--- src/rtl/aes_word_serializer.sv ---
// aes_word_serializer: unpacks one 128-bit AES state into four WORD_W-bit words,
// most-significant word first, over a valid/ready handshake. Each word carries
// its 2-bit index so it can drive the word-assembly register select directly.
//
// Optional build macro AES_SER_LAST_EN adds out_last and word_cnt outputs.
module aes_word_serializer #(
  parameter int unsigned WORD_W = 32
) (
  input  logic                CLK,
  input  logic                RESET,
  input  logic [4*WORD_W-1:0] in_data,
  input  logic                in_valid,
  output logic                in_ready,
  output logic [WORD_W-1:0]   out_data,
  output logic [1:0]          out_sel,
  output logic                out_valid,
  input  logic                out_ready,
  output logic                busy,
`ifdef AES_SER_LAST_EN
  output logic                out_last,
  output logic [1:0]          word_cnt,
`endif
  output logic [7:0]          block_cnt
);

  typedef enum logic [0:0] {StIdle, StSend} state_e;

  state_e              r_state;
  logic [1:0]          r_idx;
  logic [4*WORD_W-1:0] r_hold;
  logic [7:0]          r_block_cnt;

  logic                w_send;
  logic                w_last_word;

  assign w_send      = (r_state == StSend);
  assign w_last_word = (r_idx == 2'd3);

  // Only combinational input-to-output path: out_ready -> in_ready on the last word,
  // which lets the next block be captured on the same edge the last word leaves.
  assign in_ready  = !w_send || (w_last_word && out_ready);
  assign out_valid = w_send;
  assign busy      = w_send;
  assign out_sel   = r_idx;
  assign block_cnt = r_block_cnt;

`ifdef AES_SER_LAST_EN
  assign out_last = w_send && w_last_word;
  assign word_cnt = r_idx;
`endif

  // Select the held word for the current index, most-significant word first.
  always_comb begin
    out_data = '0;
    unique case (r_idx)
      2'd0: out_data = r_hold[4*WORD_W-1:3*WORD_W];
      2'd1: out_data = r_hold[3*WORD_W-1:2*WORD_W];
      2'd2: out_data = r_hold[2*WORD_W-1:WORD_W];
      2'd3: out_data = r_hold[WORD_W-1:0];
      default: out_data = '0;
    endcase
  end

  // Control FSM, word index, hold register and completed-block counter.
  always_ff @(posedge CLK) begin
    if (RESET) begin
      r_state     <= StIdle;
      r_idx       <= 2'd0;
      r_hold      <= '0;
      r_block_cnt <= 8'd0;
    end else begin
      unique case (r_state)
        StIdle: begin
          if (in_valid) begin
            r_hold  <= in_data;
            r_idx   <= 2'd0;
            r_state <= StSend;
          end
        end
        StSend: begin
          // Stalls (out_ready low) leave every register untouched.
          if (out_ready) begin
            if (!w_last_word) begin
              r_idx <= r_idx + 2'd1;
            end else begin
              r_block_cnt <= r_block_cnt + 8'd1;
              r_idx       <= 2'd0;
              if (in_valid) begin
                r_hold <= in_data;
              end else begin
                r_state <= StIdle;
              end
            end
          end
        end
        default: begin
          r_state <= StIdle;
          r_idx   <= 2'd0;
        end
      endcase
    end
  end

endmodule

--- config.mk ---
export PLATFORM = sky130hd
export DESIGN_NAME = aes_word_serializer
export DESIGN_NICKNAME = d
export VERILOG_FILES = /design/src/rtl/aes_word_serializer.sv
export SDC_FILE = /design/constraint.sdc
export NUM_CORES = 1
export LEC_CHECK = 0
export CELL_PAD_IN_SITES_DETAIL_PLACEMENT = 1
export CELL_PAD_IN_SITES_GLOBAL_PLACEMENT = 1
export CORE_ASPECT_RATIO = 1.5
export CORE_UTILIZATION = 37
export CTS_BUF_LIST = sky130_fd_sc_hd__clkbuf_4 sky130_fd_sc_hd__clkbuf_8 sky130_fd_sc_hd__clkbuf_16
export CTS_CLUSTER_SIZE = 28
export DETAILED_ROUTE_END_ITERATION = 8
export PLACE_DENSITY_LB_ADDON = 0.1
export RECOVER_POWER = 25
export SLEW_MARGIN = 0
export SYNTH_ARGS = -nofsm -noshare
export SYNTH_HDL_FRONTEND = slang
export SYNTH_SLANG_ARGS = --single-unit
--- constraint.sdc ---
create_clock -name CLK -period 3.03 [get_ports CLK]
set_input_delay 0.4545 -clock CLK [delete_from_list [all_inputs] [get_ports CLK]]
set_output_delay 0.4545 -clock CLK [all_outputs]
set_load 0.03 [all_outputs]
==> impl_metrics.toml <==
[outcome]
status = "finished with violations"
failed_checks = "design-rule violations, max-capacitance violations, max-slew violations"

[clocking]
ctsResizeCount = 0
clkSlewWorstSetupHoldPaths_ns = 0.06
clock_tree.htree_level_count = 4
clock_path_buffers = 2
cts_sinks = 139
tritoncts.num_buffers = 17
hold_buffers = 0
post-cts-setup-buffers = 0
cts-root-buf = "clkbuf_16"
clkLatencyLatePin_ns = 0.42
cts_tree = "done"

[drt]
vias = 6327
drc_errors = 8
average_wire_length_per_cell_after_detail_routing_um = 19.64
detail-route-antenna-nets = 0
drt-pass1-iter-count = 9
routed_wl_um = 21630
first_iter_violations = 681
vias_per_cell = 5.747

[synth]
synth_cell_types = 30
netlist_instances = 757
synthDominantAreaCellType = "dfxtp_1"
synth_top_cells_by_area = "dfxtp_1, a21oi_1, nand3_1"
synth.avg_cell_area_um2 = 8.168
synth_enable_flop_cells = 0
synth_seq_area_share = 0.4500
synth_seq_cells = 139
ys.flop_type = "dfxtp_1"
yosys_warnings = 0
async_flop_share = 0
syn_nets = 895
netlist.area_leader.share = 0.4500
syn_area_um2 = 6183

[placement]
hpwl_after_dpl_um = 14870
place.gp.congestion = 0.8279
pre_cts_slack_ns = 0.5793
port-buffer-count = 176

[global_routing]
grt_first_pass_wirelength_um = 34030
top_usage_layer = "met2"
grt_use_met2 = 0.4030
track_usage = 0.2538
met1_usage = 0.3420
globalRouteOverflowTotal = 0
grt_pass1_vias = 6329
grtUsageMet3 = 0.04789
grt_antenna_before_repair = 2
grt_start_max_net_pins = 110

[setup_path]
worst_path_max_delay_cell = "a222oi_1"
critical_path.top_delay_family = "buffers and inverters"
worst_setup_path_start_kind = "flop"
crit_chain = "inv_1 -> ha_1 -> buf_4 -> a222oi_1 -> mux2i_1 -> buf_4"
crit_path_frequent_cell = "buf_4"
max_stage_delay_ns = 0.55
worst-setup-path-type = "flop to output pin"
timing.critical_path.fanout_max = 32
critical_path_required_ns = 2.58
critical_path_buf_inv_count = 3
worst_setup_path_end_kind = "output pin"
cp.arrival_ns = 2.43

[run]
drv.max_cap_violation_count = 1

[floorplan]
rows = 57
initial_core_util = 0.3803
die_height_um = 160.3
core_region_area_um2 = 16260
design.portCount = 177
die_width_um = 107.6
die_area_um2 = 17240

[power_and_ir_drop]
total_power_per_unit_cell_area_nw_per_um2 = 559.1
vdd.ir_drop.worst_mv = 0.4557
cell_int_power_mw = 3.526
leakagePower_nw = 3.208
power_switching_mw = 1.290
p_clk_frac = 0.442
power.share.sequential = 0.414
power_frac_comb = 0.144
power_switching_share = 0.2678

[finish]
post_route_cells_drive_above_1_share = 0.09518
syn_to_final_growth_pct = 39.30
final_nets = 1018
fill_cells = 1913

[hold_path]
holdCritPathClass = "input port to flop"

[timing]
drv_slew = 92
relSlewSlack = -0.2042
worst_margin_pin_slew_ns = 1.806
rsz_0062_raised_after_global_routing = "false"
worst_slack_ns = 0.1478
setup-violations-final = 0
skew_ns = 0.008636
final.min_clock_period_ns = 2.882
finalHoldViolations = 0
max_fclk_mhz = 347.0
post-route-period-util = 0.9512
finalSetupTns_ns = 0
whs_ns = 0.4255
through the flow:
step | util | power (mW) | instance area (um^2) | instances
floorplan | - | 2.376 | 6183 | 757
global placement | 0.4929 | 2.707 | 8015 | 1067
detailed placement | 0.4929 | 2.728 | 8015 | 1067
CTS | 0.5305 | 4.849 | 8626 | 1099
global route | 0.5297 | 4.991 | 8613 | 1101
finish | 0.5297 | 4.816 | 8613 | 1101
state kept, by name, summed over array words and instances (netlist names):
name / count
out_sel: 2
block_cnt: 8
r_hold: 128
busy: 1
final timing paths:
path	from	cells past startpoint	slack, ns	end
setup / recovery	out_sel[0]	6	0.15	out_data[11]
hold / removal	RESET	2	0.43	block_cnt[1]
setup reg to reg	out_sel[1]	5	0.66	r_hold[43]
hold reg to reg	r_hold[58]	2	0.48	r_hold[58]
metal layers:
| layer | vias to the layer above | wire (um) |
|---|---|---|
| met4 | 0 | 502 |
| met3 | 35 | 1440 |
| li1 | 3014 | - |
| met2 | 224 | 10230 |
| met5 | - | 0 |
| met1 | 3054 | 9450 |
synth_stat cells, types with 2 or more instances:
library cell	instances
a21oi_1	133
a222oi_1	32
a32oi_1	2
buf_1	12
buf_2	27
buf_4	4
clkbuf_1	43
clkbuf_2	2
dfxtp_1	139
ha_1	6
inv_1	36
mux2i_1	34
nand2_1	4
nand3_1	129
nand4_1	2
nor2_1	7
o21ai_0	35
o21ai_1	95
o31ai_1	2
or3_1	2
or4_1	2
area by class of cell:
type,count,area (um^2),area share
Multi-Input combinational cell,493,2889,0.3354
Sequential cell,139,2783,0.3231
Timing Repair Buffer,192,1928,0.2239
Clock buffer,19,452.9,0.05259
Tap cell,206,257.7,0.02992
Clock inverter,13,157.7,0.01830
Inverter,37,140.1,0.01627
Antenna cell,2,5.005,0.0005811
power by group through the flow:
stage	combinational, mW	clock, mW	sequential (mW)
final	0.695	2.13	1.99
after global routing	0.753	2.24	2.00
after CTS	0.703	2.16	1.99
after detailed placement	0.699	0	2.03
after global placement	0.683	0	2.02
after floorplan	0.373	0	2.00
cells in the final DEF (no fill, tap or decap), types with 2 or more instances in the layout:
master           synthesis  routed
clkdlybuf4s50_1          0     141
or3_1                    2       2
a21oi_1                133     133
o21ai_1                 95      95
diode_2                  0       2
a222oi_1                32      32
mux2i_1                 34      34
dfxtp_1                139     139
clkbuf_16                0      17
o21ai_0                 35      35
nand4_1                  2       2
buf_4                    4      37
inv_1                   36      36
nor2_1                   7       7
ha_1                     6       5
clkbuf_8                 0       2
clkinv_4                 0       6
inv_6                    0       3
a32oi_1                  2       2
or4_1                    2       2
buf_12                   0      11
nand2_1                  4       4
o31ai_1                  2       2
bufinv_16                0       2
nand3_1                129     130
logic make-up after synthesis:
| logic type | count (synthesis) | synth area share |
|---|---|---|
| XOR/XNOR | 2 | 0.002833 |
| multiplexers | 35 | 0.05686 |
| flip-flops | 139 | 0.4500 |
| AND/OR/NAND/NOR | 149 | 0.1212 |
| buffers and inverters | 125 | 0.08417 |
| adder cells (fa/ha/maj) | 6 | 0.01214 |
| AO/OA/AOI/OAI | 301 | 0.2728 |
Power figures use the tool's default switching activity.
